===== src/rtl/fpga_board_io_cond.sv =====
// Board input conditioner: per-channel sync/debounce with polarity and edge pulses,
// plus a debounced, stretched, synchronously released active-low SoC reset.
module fpga_board_io_cond #(
  parameter int unsigned N_IN              = 8,
  parameter int unsigned DEBOUNCE_CYCLES   = 1000,
  parameter int unsigned RESET_ACTIVE_HIGH = 1,
  parameter int unsigned RESET_HOLD        = 256
) (
  input  logic            clk_i,
  input  logic            rst_ni,
  input  logic [N_IN-1:0] pad_in_i,
  input  logic [N_IN-1:0] invert_i,
  output logic [N_IN-1:0] level_o,
  output logic [N_IN-1:0] rise_o,
  output logic [N_IN-1:0] fall_o,
  input  logic            pad_reset_i,
  output logic            soc_rst_no
);

  localparam int unsigned CNT_W  = $clog2(DEBOUNCE_CYCLES) + 1;
  localparam int unsigned HCNT_W = $clog2(RESET_HOLD) + 1;
  localparam logic [CNT_W-1:0]  CNT_LAST  = CNT_W'(DEBOUNCE_CYCLES - 1);
  localparam logic [HCNT_W-1:0] HCNT_LAST = HCNT_W'(RESET_HOLD - 1);
  // Raw pad level of a released button; also used to normalise pressed to 1.
  localparam logic PRESS_INV = (RESET_ACTIVE_HIGH == 0);

  typedef enum logic [1:0] {
    ST_ASSERT = 2'd0,
    ST_HOLD   = 2'd1,
    ST_RUN    = 2'd2
  } state_e;

  logic [N_IN-1:0]  sync1_q, sync2_q, s_c;
  logic [N_IN-1:0]  level_q, level_d, rise_q, rise_d, fall_q, fall_d;
  logic [CNT_W-1:0] cnt_q [N_IN];
  logic [CNT_W-1:0] cnt_d [N_IN];

  logic             btn_s1_q, btn_s2_q, btn_s_c;
  logic             btn_q, btn_d;
  logic [CNT_W-1:0] bcnt_q, bcnt_d;

  state_e           state_q, state_d;
  logic [HCNT_W-1:0] hcnt_q, hcnt_d;
  logic             soc_rst_q, soc_rst_d;

  assign s_c     = sync2_q ^ invert_i;
  assign btn_s_c = btn_s2_q ^ PRESS_INV;

  // Channel debouncers: a change is accepted after DEBOUNCE_CYCLES consecutive mismatches.
  always_comb begin
    level_d = level_q;
    rise_d  = '0;
    fall_d  = '0;
    for (int unsigned i = 0; i < N_IN; i++) begin
      cnt_d[i] = cnt_q[i] + CNT_W'(1);
      if (s_c[i] == level_q[i]) begin
        cnt_d[i] = '0;
      end else if (cnt_q[i] == CNT_LAST) begin
        cnt_d[i]   = '0;
        level_d[i] = s_c[i];
        rise_d[i]  = s_c[i];
        fall_d[i]  = ~s_c[i];
      end
    end
  end

  // Reset button debouncer, same rule as the channels.
  always_comb begin
    btn_d  = btn_q;
    bcnt_d = bcnt_q + CNT_W'(1);
    if (btn_s_c == btn_q) begin
      bcnt_d = '0;
    end else if (bcnt_q == CNT_LAST) begin
      bcnt_d = '0;
      btn_d  = btn_s_c;
    end
  end

  // Reset sequencer: a press acts on the edge it is accepted; release waits for registered btn.
  always_comb begin
    state_d   = state_q;
    hcnt_d    = hcnt_q;
    soc_rst_d = soc_rst_q;
    case (state_q)
      ST_ASSERT: begin
        soc_rst_d = 1'b0;
        hcnt_d    = '0;
        if (!btn_q && !btn_d) state_d = ST_HOLD;
      end
      ST_HOLD: begin
        soc_rst_d = 1'b0;
        if (btn_d) begin
          state_d = ST_ASSERT;
          hcnt_d  = '0;
        end else if (hcnt_q == HCNT_LAST) begin
          state_d   = ST_RUN;
          soc_rst_d = 1'b1;
          hcnt_d    = '0;
        end else begin
          hcnt_d = hcnt_q + HCNT_W'(1);
        end
      end
      ST_RUN: begin
        if (btn_d) begin
          state_d   = ST_ASSERT;
          soc_rst_d = 1'b0;
        end
      end
      default: begin
        state_d   = ST_HOLD;
        hcnt_d    = '0;
        soc_rst_d = 1'b0;
      end
    endcase
  end

  always_ff @(posedge clk_i or negedge rst_ni) begin
    if (!rst_ni) begin
      sync1_q   <= '0;
      sync2_q   <= '0;
      level_q   <= '0;
      rise_q    <= '0;
      fall_q    <= '0;
      for (int unsigned i = 0; i < N_IN; i++) cnt_q[i] <= '0;
      btn_s1_q  <= PRESS_INV;
      btn_s2_q  <= PRESS_INV;
      btn_q     <= 1'b0;
      bcnt_q    <= '0;
      state_q   <= ST_HOLD;
      hcnt_q    <= '0;
      soc_rst_q <= 1'b0;
    end else begin
      sync1_q   <= pad_in_i;
      sync2_q   <= sync1_q;
      level_q   <= level_d;
      rise_q    <= rise_d;
      fall_q    <= fall_d;
      for (int unsigned i = 0; i < N_IN; i++) cnt_q[i] <= cnt_d[i];
      btn_s1_q  <= pad_reset_i;
      btn_s2_q  <= btn_s1_q;
      btn_q     <= btn_d;
      bcnt_q    <= bcnt_d;
      state_q   <= state_d;
      hcnt_q    <= hcnt_d;
      soc_rst_q <= soc_rst_d;
    end
  end

  assign level_o    = level_q;
  assign rise_o     = rise_q;
  assign fall_o     = fall_q;
  assign soc_rst_no = soc_rst_q;

endmodule


===== config.mk =====
export PLATFORM = sky130hd
export DESIGN_NAME = fpga_board_io_cond
export DESIGN_NICKNAME = d
export VERILOG_FILES = /design/src/rtl/fpga_board_io_cond.sv
export SDC_FILE = /design/constraint.sdc
export NUM_CORES = 1
export LEC_CHECK = 0
export ABC_AREA = 1
export BUFFER_PORTS_ARGS = -buffer_cell sky130_fd_sc_hd__buf_2
export CORE_UTILIZATION = 40
export CTS_BUF_LIST = sky130_fd_sc_hd__clkbuf_4 sky130_fd_sc_hd__clkbuf_8 sky130_fd_sc_hd__clkbuf_16
export CTS_CLUSTER_SIZE = 16
export DETAILED_ROUTE_END_ITERATION = 16
export GPL_ROUTABILITY_DRIVEN = 0
export GPL_TIMING_DRIVEN = 0
export PLACE_DENSITY = 0.58
export SLEW_MARGIN = 20
export SYNTH_ARGS = -nofsm -noshare
export SYNTH_HDL_FRONTEND = slang
export SYNTH_SLANG_ARGS = --single-unit

===== constraint.sdc =====
create_clock -name clk_i -period 2.05 [get_ports clk_i]
set_clock_uncertainty 0.15 [all_clocks]
set_input_delay 0.41 -clock clk_i [delete_from_list [all_inputs] [get_ports clk_i]]
set_output_delay 0.41 -clock clk_i [all_outputs]
set_load 0.01 [all_outputs]

== Word-level counts from Yosys, hierarchy flattened ==
Index checks and enable logic that the tools add are counted.
W data, S select, Z words.
Word-level totals
  output and inout port bits: 25
  register bits: 154
  logic and storage cells: 155
  input bits: 19
Operators by class
  equality and inequality tests: 24
  muxes and demuxes: 64
  reduce and logical (&&, ||, !) cells: 13
  bitwise operators: 17
  $add $sub $neg: 10
Operator list (count)
  $mux W11: 18
  $add A11 B1 Y11 const B: 9
  $eq A11 B10 Y1 const B: 9
  $mux W1: 37
  $mux W9: 2
  $pmux W9 S2: 1
  $not A1 Y1: 16
  $reduce_and A2 Y1: 8
  $add A9 B1 Y9 const B: 1
  $eq A1 B1 Y1: 9
  $eq A9 B8 Y1 const B: 1
  $mux W2: 4
  $xor A8 B8 Y8: 1
  $pmux W2 S3: 1
  $ne A2 B2 Y1 const B: 2
  $ne A3 B3 Y1 const B: 1
  $reduce_and A3 Y1: 1
  $eq A2 B1 Y1 const B: 1
  $eq A2 B2 Y1 const B: 1
  $logic_not A1 Y1: 2
  $logic_not A2 Y1: 1
  $pmux W1 S2: 1
  $logic_and A1 B1 Y1: 1

== Logic depth before layout (Yosys ltp) ==
  depth in word-level cells: 7
  depth in mapped cells: 10
  mapped depth without buffers: 10

== Worst setup path after synthesis ==
No wires, ideal clock.
  kind: register to register
  start point: register state_q[0]
  end point: register hcnt_q[7]
  arrival time: 1.566 ns
  period minus slack after synthesis: 1.838 ns
  buffers on the path: 1
  cell stages (with the launch flop): 8
  setup time: 0.122 ns
  data required time: 1.778 ns
  path slack: 0.212 ns
  path through: dfstp_2 -> inv_1 -> ha_1 -> buf_2 -> nor4_4 -> nand3_1 -> xor2_1 -> nor2_4
Between the ends
  cells in the longest elaborated chain, start to end: 2
  elaborated cells on any way between the ends: 3
  those cells by class: 2 x eq/ne; 1 x mux
Ends and longest elaborated chain
  start, declared: RTL line 42  | state_e state_q, state_d;
  start signal, assigned: RTL line 143  | state_q <= state_d;
  $eq A2 B2 Y1 / $eq A2 B1 Y1 (equally long branches): RTL line 84  | case (state_q)
  $pmux W9 S2: RTL line 84
  end signal, assigned: RTL line 144  | hcnt_q <= hcnt_d;
  end, declared: RTL line 43  | logic [HCNT_W-1:0] hcnt_q, hcnt_d;
Parallel ways exist; a longest one is shown, timed or not.
A chain may end at the register's enable or synchronous reset.

== Final worst setup path ==
  start point: register state_q[0]
  end point: register state_q[1]
Between the ends
  cells in the longest elaborated chain, start to end: 3
  elaborated cells on any way between the ends: 8
  those cells by class: 5 x eq/ne; 1 x mux; 2 x reduce/logical
Ends and longest elaborated chain (RTL line)
  $eq A2 B1 Y1 (tied with other cells): 84
  $ne A3 B3 Y1 (no line) / $ne A2 B2 Y1 (equally long branches)
  $reduce_and A3 Y1 (no line)
Parallel ways exist; a longest one is shown, timed or not.

==> impl_summary.log <==
[metrics] run status: finished, final reports clean
[metrics] DR pass1 iterations: 4
[metrics] final setup vio count: 0
[metrics] worst stage delay on the critical path: 0.55 ns
[metrics] post-detail-place hpwl: 8450 microns
[metrics] Antenna Cells: 0
[metrics] Period Utilization, post-route: 91.4%
[metrics] element type at the critical path end: flop
[metrics] Max Fclk: 533 MHz
[metrics] number of antenna violations at the first check in global routing: 0
[metrics] Final Hold Viols: 0
[metrics] Hold Worst Slack: 0.174 ns
[metrics] cell type with the highest aggregate area in the netlist: sky130_fd_sc_hd__dfrtp_1
[metrics] setup repair after global routing missed its margin: false
[metrics] flip-flop cell with the highest count after synthesis: sky130_fd_sc_hd__dfrtp_1
[metrics] Post-Place Setup Slack: 0.112 ns
[metrics] Pins Over Slew Limit: 0
[metrics] worst setup path category: flop to flop
[metrics] post-CTS setup buffer count: 0
[metrics] number of distinct library cells after synthesis: 46
[metrics] HP Class: input pin to flop
[metrics] register area share after synthesis: 53.4%
[metrics] clock input transition at the sequential cells of the worst setup and hold paths: ~0.060 ns
[metrics] Max rail drop VDD: 0.000588 V
[metrics] Nets: 887
[metrics] number of enable-type register cells in the synthesized netlist: 0
[metrics] GRT Total Usage: 14.6%
[metrics] number of buffers and inverters on the critical path: 3
[metrics] clock sink count: 154
[metrics] detailed-route via count: 5089
[metrics] required arrival time at the worst endpoint: around 2.3 ns
[metrics] cell types with the largest area share after synthesis: sky130_fd_sc_hd__dfrtp_1 53%, sky130_fd_sc_hd__nor2_1 6.1%, sky130_fd_sc_hd__nand2_1 5.9%
[metrics] die area: between 0.015 and 0.02 sq mm
[metrics] Ys Warns: 0
[metrics] cts bufs inserted: 17
[metrics] Max H-tree Level: 4
[metrics] ratio of cells with drive above 1 in the final layout: a little under a fifth
[metrics] Clock Root Buffer: sky130_fd_sc_hd__clkbuf_16
[metrics] Critical Path, Cell by Cell: inv_1 > ha_1 > buf_2 > clkinv_1 > nand4_1 > nor3_2 > nand3_1 > nand2_1
[metrics] power density over the cells: 777 mW/mm^2
[metrics] mean instance size in the synthesized netlist: 9.23 sq um
[metrics] vias in the first global route: around 5000
[metrics] sum of overflow across all layers after global routing: 0
[metrics] least setup slack across all paths after layout: 0.175 ns
[metrics] number of buffers on the longest clock path: 2
[metrics] net count after synthesis: slightly above 800
[metrics] die width: 136 microns
[metrics] clock tree from TritonCTS: built
[metrics] max_cap viols: 0
[metrics] number of core rows: 48
[metrics] Area growth syn-to-layout: 16.8%
[metrics] leak pwr: 3.86 nW
[metrics] commonest non-fill, non-tap cells in the layout: 153 x sky130_fd_sc_hd__dfrtp_1, 117 x sky130_fd_sc_hd__nor2_1, 114 x sky130_fd_sc_hd__nand2_1
[metrics] tightest slew margin relative to the limit: 64.6%
[metrics] pin count of the biggest net entering global routing: 85
[metrics] clock latency of the later-clocked register in the worst-skew pair: 0.41 ns
[metrics] crit path max fanout: 9
[metrics] remaining antenna violation count: 0
[metrics] minimum clock period: around 1.9 ns
[metrics] placeable core area: 0.0175 sq mm
[metrics] Initial Utilization: 41.3%
[metrics] Post-Syn Area: 0.00722 sq mm
[metrics] Top Ports: 44
[metrics] most common cell after layout, fill and taps aside: sky130_fd_sc_hd__dfrtp_1
[metrics] routed wire length: 12200 microns
[metrics] input/output buffers: 43
[metrics] count of state elements after synthesis: 154
[metrics] Worst path slowest cell: sky130_fd_sc_hd__dfstp_2
[metrics] area share of the largest cell type after synthesis: 53.0%
[metrics] endpoint arrival time on the critical path: 2.08 ns
[metrics] Worst-Margin Slew: around 0.53 ns
[metrics] sort of element at the start of the critical path: flop
[metrics] first-pass GRT wire length: 21600 microns
[metrics] Post-Syn Instances: 782
[metrics] post-detailed-route DRC marker count: 0
[metrics] wire length per cell: approximately 11 microns
[metrics] Synth async-reset ratio: 100%
[metrics] Iteration-0 DRC Markers: 174
[metrics] DIE HEIGHT: 136 microns
[metrics] via/cell ratio: 4.66
[metrics] critical path's top delay family: flip-flops
[sequential cells by signal, summed over array words and instances (netlist names)]
register / cells
rise_o: 8
bcnt_q: 11
sync1_q: 8
hcnt_q: 9
soc_rst_no: 1
state_q: 2
btn_s2_q: 1
cnt_q: 88
level_o: 8
fall_o: 8
btn_q: 1
btn_s1_q: 1
sync2_q: 8
[per-layer routing]
metal,share of wire [%],vias up,wire (microns),GRT usage (%)
li1,-,2675,-,-
met1,51,2356,6260,19.8
met2,45,48,5470,22.3
met3,3.2,10,389,4.36
met4,1.0,0,123,4.38
met5,0,-,0,0
[power by group]
part / internal [mW] / total [mW] / switching [mW]
registers: 3.14 / 3.20 / 0.0638
logic: 0.140 / 0.395 / 0.254
clock network: 1.74 / 2.96 / 1.22
total: 5.02 / 6.55 / 1.54
[through the flow]
step	area, sq um	util [%]	power [mW]	std cells	TNS, ns
floorplan	7220	-	3.49	782	0
global placement	7720	44.2	3.64	1050	-298.45
detailed placement	7750	44.4	3.65	1051	0
CTS	8420	48.2	6.68	1093	0
global route	8430	48.3	6.84	1093	0
finish	8430	48.3	6.55	1093	0
[cells by family (layout without fill, tap and decap cells)]
logic type      after synthesis  count (layout)  synth area share (%)
xor+xnor                     35              35                  4.25
mux                           2               2                 0.277
buf+inv                     103             189                  5.56
simple gates                414             414                  29.6
fa+ha+maj                    13              13                  2.25
flops                       154             154                  53.4
compound gates               61              61                  4.66
[area by class of cell]
class | instances | area, sq um
plain buffers | 3 | 23.8
clock buffers | 21 | 462
clock inverters | 11 | 98.8
fillers | 1660 | 9040
inverters | 100 | 378
multi-input cells | 525 | 2980
flip-flops and latches | 154 | 3850
well taps | 225 | 282
repair buffers | 54 | 353
[worst reg2reg max path: cells and delay by family, from the launching register on]
family,cells,cell delay [ns]
AND/OR/NAND/NOR,4,0.53
flip-flops,1,0.55
buffers and inverters,3,0.42
adder cells (fa/ha/maj),1,0.18
[final timing paths]
path / start / end / slack, ns / depth (start not counted)
worst min register to register: sync1_q[4]$_DFF_PN0_ / sync2_q[4]$_DFF_PN0_ / 0.20 / 0
min in group asynchronous: rst_ni / fall_o[7]$_DFF_PN0_ / 0.37 / 2
worst min-delay path: invert_i[5] / fall_o[5]$_DFF_PN0_ / 0.17 / 4
max in group asynchronous: rst_ni / state_q[0]$_DFFE_PN1P_ / 0.59 / 3
worst max register to register: state_q[0]$_DFFE_PN1P_ / state_q[1]$_DFFE_PN0P_ / 0.18 / 8
worst max-delay path: state_q[0]$_DFFE_PN1P_ / state_q[1]$_DFFE_PN0P_ / 0.18 / 8
[synthesized netlist by cell type (3+ instances only)]
library cell                n
sky130_fd_sc_hd__nor4_4     4
sky130_fd_sc_hd__nor2_2    13
sky130_fd_sc_hd__nand2_4    4
sky130_fd_sc_hd__nor3b_1    6
sky130_fd_sc_hd__a21oi_1   29
sky130_fd_sc_hd__nor3_1    53
sky130_fd_sc_hd__inv_1     89
sky130_fd_sc_hd__inv_2      9
sky130_fd_sc_hd__nor4_1     6
sky130_fd_sc_hd__nand3_1   35
sky130_fd_sc_hd__nor3_2    10
sky130_fd_sc_hd__nor2_4     5
sky130_fd_sc_hd__nor2_1   117
sky130_fd_sc_hd__or2_1      7
sky130_fd_sc_hd__o21ai_0   14
sky130_fd_sc_hd__a31oi_1    9
sky130_fd_sc_hd__nand4_1    7
sky130_fd_sc_hd__nand2_1  114
sky130_fd_sc_hd__nand2_2   14
sky130_fd_sc_hd__xor2_1    19
sky130_fd_sc_hd__dfrtp_1  153
sky130_fd_sc_hd__ha_1      13
sky130_fd_sc_hd__nor4_2     3
sky130_fd_sc_hd__nand3_2    4
sky130_fd_sc_hd__xnor2_1   16
[timing repair]
item	4_1_cts	5_1_grt
hold buffers	10	0
hold endpoints to repair	79	0
gates resized for setup	0	3
endpoints found under the setup margin	0	3
(Power assumes the default switching activity.)
